<file path="config.mk">
export PLATFORM = sky130hd
export DESIGN_NAME = ups_rst_seq
export DESIGN_NICKNAME = d
export VERILOG_FILES = /design/src/rtl/ups_rst_seq.sv
export SDC_FILE = /design/constraint.sdc
export NUM_CORES = 1
export LEC_CHECK = 0
export BUFFER_PORTS_ARGS = -buffer_cell sky130_fd_sc_hd__buf_4
export CAP_MARGIN = 40
export CORE_MARGIN = 2
export CORE_UTILIZATION = 30
export DETAILED_ROUTE_END_ITERATION = 8
export SLEW_MARGIN = 15
export SYNTH_ARGS = -nofsm -noshare
export SYNTH_HDL_FRONTEND = slang
export SYNTH_SLANG_ARGS = --single-unit
</file>
<file path="constraint.sdc">
create_clock -name clk -period 2.4 [get_ports clk]
set_input_delay 0.24 -clock clk [delete_from_list [all_inputs] [get_ports clk]]
set_output_delay 0.24 -clock clk [all_outputs]
set_load 0.02 [all_outputs]
</file>
<file path="src/rtl/ups_rst_seq.sv">
// ups_rst_seq: releases per-subsystem resets one stage at a time after POR,
// button or software request, waiting for each stage to acknowledge.
module ups_rst_seq #(
  parameter int NUM_STAGES  = 3,
  parameter int HOLD_CYC    = 32,
  parameter int STAGE_DLY   = 16,
  parameter int ACK_TIMEOUT = 255,
  parameter int BTN_FILT    = 8
) (
  input  logic                  clk,
  input  logic                  rst,
  input  logic                  ext_rst_n,
  input  logic                  sw_rst_req,
  input  logic [NUM_STAGES-1:0] stage_ack,
  output logic [NUM_STAGES-1:0] stage_rst,
  output logic                  seq_done,
  output logic                  seq_fault,
  output logic [1:0]            rst_cause
);

  localparam int M1   = (HOLD_CYC > STAGE_DLY) ? HOLD_CYC : STAGE_DLY;
  localparam int MAXB = (M1 > ACK_TIMEOUT) ? M1 : ACK_TIMEOUT;
  localparam int CW   = $clog2(MAXB) + 1;
  localparam int FW   = $clog2(BTN_FILT) + 1;
  localparam int IW   = (NUM_STAGES > 1) ? $clog2(NUM_STAGES) : 1;

  localparam logic [CW-1:0] HOLD_END = CW'(HOLD_CYC - 1);
  localparam logic [CW-1:0] GAP_END  = CW'(STAGE_DLY - 1);
  localparam logic [CW-1:0] ACK_END  = CW'(ACK_TIMEOUT - 1);
  localparam logic [FW-1:0] FLT_END  = FW'(BTN_FILT - 1);
  localparam logic [IW-1:0] LAST     = IW'(NUM_STAGES - 1);

  typedef enum logic [2:0] {
    HOLD, REL, WAIT_ACK, GAP, DONE, FAULT
  } state_t;

  state_t          state;
  logic [IW-1:0]   idx;
  logic [CW-1:0]   cnt;
  logic            sync1;
  logic            sync2;
  logic            btn_lvl;
  logic [FW-1:0]   flt;
  logic            btn_req;
  logic            req;

  assign btn_req = ~btn_lvl;
  assign req     = btn_req | sw_rst_req;

  // Level flips only after BTN_FILT consecutive samples disagree with it.
  always_ff @(posedge clk) begin
    if (rst) begin
      sync1   <= 1'b1;
      sync2   <= 1'b1;
      btn_lvl <= 1'b1;
      flt     <= '0;
    end else begin
      sync1 <= ext_rst_n;
      sync2 <= sync1;
      if (sync2 == btn_lvl) begin
        flt <= '0;
      end else if (flt == FLT_END) begin
        btn_lvl <= sync2;
        flt     <= '0;
      end else begin
        flt <= flt + 1'b1;
      end
    end
  end

  always_ff @(posedge clk) begin
    if (rst) begin
      state     <= HOLD;
      idx       <= '0;
      cnt       <= '0;
      stage_rst <= '1;
      seq_done  <= 1'b0;
      seq_fault <= 1'b0;
      rst_cause <= 2'b00;
    end else if (req) begin
      state     <= HOLD;
      idx       <= '0;
      cnt       <= '0;
      stage_rst <= '1;
      seq_done  <= 1'b0;
      seq_fault <= 1'b0;
      rst_cause <= btn_req ? 2'b01 : 2'b10;
    end else begin
      unique case (state)
        HOLD: begin
          stage_rst <= '1;
          seq_done  <= 1'b0;
          seq_fault <= 1'b0;
          if (cnt == HOLD_END) begin
            cnt   <= '0;
            idx   <= '0;
            state <= REL;
          end else begin
            cnt <= cnt + 1'b1;
          end
        end
        REL: begin
          stage_rst[idx] <= 1'b0;
          cnt            <= '0;
          state          <= WAIT_ACK;
        end
        WAIT_ACK: begin
          if (stage_ack[idx]) begin
            cnt   <= '0;
            state <= GAP;
          end else if (cnt == ACK_END) begin
            cnt   <= '0;
            state <= FAULT;
          end else begin
            cnt <= cnt + 1'b1;
          end
        end
        GAP: begin
          if (cnt == GAP_END) begin
            cnt <= '0;
            if (idx == LAST) begin
              state <= DONE;
            end else begin
              idx   <= idx + 1'b1;
              state <= REL;
            end
          end else begin
            cnt <= cnt + 1'b1;
          end
        end
        DONE: begin
          stage_rst <= '0;
          seq_done  <= 1'b1;
        end
        FAULT: begin
          stage_rst <= '1;
          seq_fault <= 1'b1;
          seq_done  <= 1'b0;
        end
        default: state <= HOLD;
      endcase
    end
  end

endmodule

</file>
==> results of run 1 <==
==> cell type report <==
type / count / area (sq um) / share of cell area, %
multi-input combinational: 138 / 878.3 / 49.72
clock inverter: 1 / 30.03 / 1.700
sequential: 28 / 560.5 / 31.73
clock buffer: 3 / 41.29 / 2.337
timing repair buffer: 21 / 157.7 / 8.924
inverter: 4 / 15.01 / 0.8499
tap: 67 / 83.83 / 4.745
==> routing by layer <==
metal,global-route usage (%),vias up,share of wire (%)
met5,0,-,0
met4,2.381,0,0.57
met3,2.811,2,4.2
met2,20.18,25,47
met1,17.04,604,48
li1,-,683,-
==> through the flow <==
stage	std cells	worst slack (ns)	power [mW]
4_1_cts	262	0.3789	0.9093
6_report	262	0.3849	0.8949
5_1_grt	262	0.2851	0.9342
3_5_place_dp	258	0.3908	0.5320
2_1_floorplan	180	0.5117	0.5107
3_3_place_gp	258	0.4404	0.5323
==> cells by family (layout without fill, tap and decap cells) <==
kind of cell / after synthesis / in the layout / share of synthesized area [%]
fa+ha+maj: 6 / 6 / 4.983
xor+xnor: 3 / 3 / 1.745
mux: 2 / 2 / 1.329
flops: 28 / 28 / 37.21
compound gates: 39 / 39 / 18.61
buf+inv: 14 / 29 / 4.485
simple gates: 88 / 88 / 31.64
==> power by group through the flow <==
| stage | logic, mW | registers (mW) | clock network (mW) |
|---|---|---|---|
| 3_3_place_gp | 0.0435 | 0.489 | 0 |
| 4_1_cts | 0.0433 | 0.478 | 0.388 |
| 6_report | 0.0432 | 0.478 | 0.374 |
| 3_5_place_dp | 0.0433 | 0.489 | 0 |
| 5_1_grt | 0.0485 | 0.479 | 0.406 |
| 2_1_floorplan | 0.0218 | 0.489 | 0 |
==> worst reg2reg max path: stages, from the launching register on <==
cell and delay, ns:
dfxtp_1 0.39, or4_4 0.60, o311ai_4 0.24, o221ai_2 0.33
a32oi_1 0.28, o21ai_1 0.08
==> synthesized netlist by cell type (3+ instances only) <==
cell type / instances
nand4_1: 5
a31oi_1: 7
clkbuf_1: 8
a21oi_1: 8
nor3_1: 3
inv_1: 4
nand3_1: 13
nand3b_1: 4
o21ai_0: 8
nand2_1: 14
nor3b_1: 3
nor2b_1: 9
nand2b_1: 3
dfxtp_1: 28
nor2_1: 20
ha_1: 6
==> worst paths after layout <==
path | cells after the start | end | slack, ns
hold / removal | 2 | sync1 | 0.14
hold reg to reg | 1 | sync2 | 0.42
setup / recovery | 5 | cnt[7] | 0.38
setup reg to reg | 5 | cnt[7] | 0.38
==> state kept, by name (all words and copies together) (netlist names) <==
register   cells
flt            4
seq_done       1
stage_rst      3
btn_lvl        1
sync1          1
idx            2
state          3
sync2          1
seq_fault      1
cnt            9
rst_cause      2
==> metrics.cfg, run 1 <==
[place]
dp_hpwl_mm=2.281
placed_area_sq_um=1695
numPortBuffers=13
gp_congestion=0.7742

[route]
firstDrtPassIters=4
ant_nets=0
finalWirelength_mm=3.156
first_iter_violations=108
vias=1314
routed_via_density=5.015
route.detailed.drc=0
post_drt_wl_per_cell_microns=12.05

[clock_tree]
cts_resized=0
root_buffer=clkbuf_8
cts_setup_buffers=0
hold_buffers=0
clkLatencyLatePin_ns=0.28
cts_sinks=28
numCtsBuffers=3
cts_buffer_depth=2
clk_pin_slew_ns=0.10
cts_tree=yes
htree_levels=1

[timing]
timing.hold.ws_ns=0.1368
clock.fmax_ghz=0.4963
hold_viol=0
min_period_ns=2.015
finClkSkew_ns=0.006141
maxSlewViolCount=0
slew_headroom_pct=52.71
period_share_pct=83.96
tns_ns=0
setup_viol=0
rsz0062_at_grt=false
worst_pin_slew_ns=0.7093

[pwr]
switchingPower_uw=178.0
p_int_uw=716.8
vdd_drop_max_v=0.0002342
p_seq_share_pct=53.4
combPwrFrac_pct=4.8
leakagePower_nw=0.6301
switching_share_pct=19.90
clkPwrFrac_pct=41.7
p_per_area_nw_per_um2=506.5

[yosys]
synthTopCellsByArea=dfxtp_1 (37%), ha_1 (5.0%), nor2_1 (5.0%), nand3_1 (4.3%), nor2b_1 (3.7%)
yosys.area.top_type=dfxtp_1
synth_nets=193
synth_ff_type=dfxtp_1
synth_cell_types=42
syn_inst=180
synthArstFlopShare_pct=0
syn_area_per_cell_sq_um=8.369
synth_top_area_share_pct=37.21
syn_area_sq_um=1506
ys_seq_elements=28
ys_seq_area_share_pct=37.21
synth_warnings=0
synth_edf_count=0

[layout]
final_cell_mix=dfxtp_1 (28), buf_4 (21), nor2_1 (20)
drive_gt1_share_pct=16.41
area_growth_pct=17.28
nets=209
num-fill-cells=502
fin_area_sq_um=1767
fin_util_pct=36.92
final_common_cell=dfxtp_1
antennaDiodeCount=0

[hold_path]
worstHoldStart=ext_rst_n
hold_class=in2reg

[run_status]
status=finished clean

[floorplan]
die_h_microns=74.86
core_sq_um=4786
rows=25
start_util_pct=31.48
die-area_sq_um=5604
boundaryPins=14
die-width_microns=74.86

[setup_path]
critPathBufInv=0
cp-end-kind=flop
cpPeakStageDelay_ns=0.60
worstPathRequired_ns=2.57
crit_path_max_fanout=16
cp.arrival_ns=2.19
path_cells=or4_4 > o311ai_4 > o221ai_2 > a32oi_1 > o21ai_1
crit_type=reg2reg
slowest_stage=or4_4
crit_start=cnt[5]
r2r-start=cnt[5]
crit_family=compound AO/OA/AOI/OAI gates
cp-start-kind=flop

[global_routing]
overflow=0
grt_usage_pct=12.42
grt_pass1_wl_mm=5.492
grt_max_degree=19
antenna_found_initial=0
grt_pass1_vias=1184

[run]
maxCapViolCount=0

(Power assumes the default switching activity.)
==> run 2, diff against run 1 <==
==> constraint.sdc (replaced) <==
create_clock -name clk -period 2.1 [get_ports clk]
set_input_delay 0.21 -clock clk [delete_from_list [all_inputs] [get_ports clk]]
set_output_delay 0.21 -clock clk [all_outputs]
set_load 0.02 [all_outputs]
==> metrics.cfg, run 2 (synthesized netlist as in run 1, its figures left out) <==
[run_status]
status=finished clean

[timing]
maxSlewViolCount=0  ; unchanged
period_share_pct=91.86  ; +7.9 points
setup_viol=0  ; unchanged
finClkSkew_ns=0.003444  ; -0.002697 ns
tns_ns=0  ; unchanged
slew_headroom_pct=66.85  ; +14 points
fin_ws_ns=0.1710  ; -0.2139 ns
hold_viol=0  ; unchanged
worst_pin_slew_ns=0.4931  ; -0.2163 ns
clock.fmax_ghz=0.5184  ; +4.5%
min_period_ns=1.929  ; -0.08614 ns
timing.hold.ws_ns=0.1076  ; -0.02924 ns

[floorplan]
die-area_sq_um=5604  ; unchanged
core_sq_um=4786  ; unchanged
rows=25  ; unchanged
boundaryPins=14  ; unchanged
die_h_microns=74.86  ; unchanged
die-width_microns=74.86  ; unchanged
start_util_pct=31.48  ; unchanged

[layout]
fin_util_pct=37.31  ; +0.39 points
finalNonFillerCells=263  ; +0.38%
fin_area_sq_um=1785  ; +1.1%
drive_gt1_share_pct=16.84  ; +0.43 points
final_cell_mix=dfxtp_1 (28), buf_4 (22), nor2_1 (20)
reg_top3=cnt x9, flt x4
final_common_cell=dfxtp_1
largest_reg_flops=9  ; unchanged
area_growth_pct=18.52
regMostFlops=cnt
nets=210  ; +0.48%
num-fill-cells=488  ; -2.8%
antennaDiodeCount=0  ; unchanged

[clock_tree]
clk_pin_slew_ns=0.10  ; about the same
cts_setup_buffers=0  ; unchanged
cts_sinks=28  ; unchanged
hold_buffers=0  ; unchanged
numCtsBuffers=3  ; unchanged
htree_levels=1  ; unchanged
root_buffer=clkbuf_8
cts_tree=yes
cts_buffer_depth=2  ; unchanged
clkLatencyLatePin_ns=0.28  ; about the same

[setup_path]
slowest_stage=or4_4
crit_path_max_fanout=16  ; unchanged
cp-end-kind=flop
cpPeakStageDelay_ns=0.57  ; -0.03 ns
cp.arrival_ns=2.10  ; -0.09 ns
path_cells=or4_4 > o311ai_4 > o221ai_4 > a32oi_1 > o21ai_1
worstPathRequired_ns=2.27  ; -0.30 ns
crit_type=reg2reg
cp-start-kind=flop

[route]
routed-wl-met2_mm=1.438  ; -3.0%
finalWirelength_mm=3.226  ; +2.2%
route.layer.met1.wl_mm=1.618  ; +6.4%
firstDrtPassIters=4  ; unchanged
vias=1343  ; +2.2%
route.detailed.drc=0  ; unchanged
first_iter_violations=89  ; -18%
highest_layer=met4
routed_via_density=5.106  ; +1.8%
met3_length_microns=125  ; -6.7%
ant_nets=0  ; unchanged
post_drt_wl_per_cell_microns=12.27  ; +1.8%

[global_routing]
grt_max_degree=21  ; +2
grt_usage_pct=12.50  ; +0.073 points
grt_pass1_wl_mm=5.409  ; -1.5%
grt_pass1_vias=1205  ; +1.8%
overflow=0  ; unchanged
antenna_found_initial=0  ; unchanged

[place]
dp.cells=259  ; +0.39%
dp_hpwl_mm=2.273  ; -0.36%
place_ws_ns=0.1661  ; -0.2246 ns
placed_area_sq_um=1703  ; +0.44%
numPortBuffers=13  ; unchanged
gp_congestion=0.7803  ; +0.79%

[pwr]
vdd_drop_max_v=0.0002883  ; +23%
leakagePower_nw=0.6375  ; +1.2%
p_per_area_nw_per_um2=575.3  ; +14%
p_total_mw=1.027  ; +15%

[run]
maxCapViolCount=0  ; unchanged

[hold_path]
hold_class=in2reg

[run 2: changes by cell type in the layout (fill, tap and decap cells not counted), sizes merged]
cell | previous run | this run
buf | 21 | 22
[run 2: layer usage]
layer  GRT usage (%)  vias up
met5               0        -
met4           4.762        0
met3           2.811        5
met2           19.49       26
met1           16.83      629
li1                -      683
[run 2: repair_timing]
action,4_1_cts,5_1_grt
gates resized for setup,0,1
endpoints found under the setup margin,0,5
hold endpoints to repair,0,0
[run 2: where the power goes]
group,switching [mW],internal (mW)
Combinational,0.0250,0.0249
Sequential,0.00757,0.539
Clock,0.175,0.256
Total,0.208,0.819
[run 2: final timing paths]
check,to,slack [ns],cells after the start,start
max reg2reg,cnt[7],0.17,5,cnt[6]
max,cnt[7],0.17,5,cnt[6]
min reg2reg,sync2,0.42,1,sync1
min,sync1,0.11,2,ext_rst_n
[run 2: worst max-delay path: cells and delay by family (launching register included)]
| kind | cells | cell delay, ns |
|---|---|---|
| AO/OA/AOI/OAI | 4 | 0.86 |
| AND/OR/NAND/NOR | 1 | 0.57 |
| flip-flops | 1 | 0.37 |
[run 2: area by class of cell]
class                      count  area (sq um)  area share, %
clock inverter                 1         30.03          1.682
clock buffer                   3         41.29          2.313
inverter                       4         15.01         0.8409
multi-input combinational    138         889.6          49.82
tap                           67         83.83          4.695
sequential                    28         560.5          31.39
timing repair buffer          22         165.2          9.250
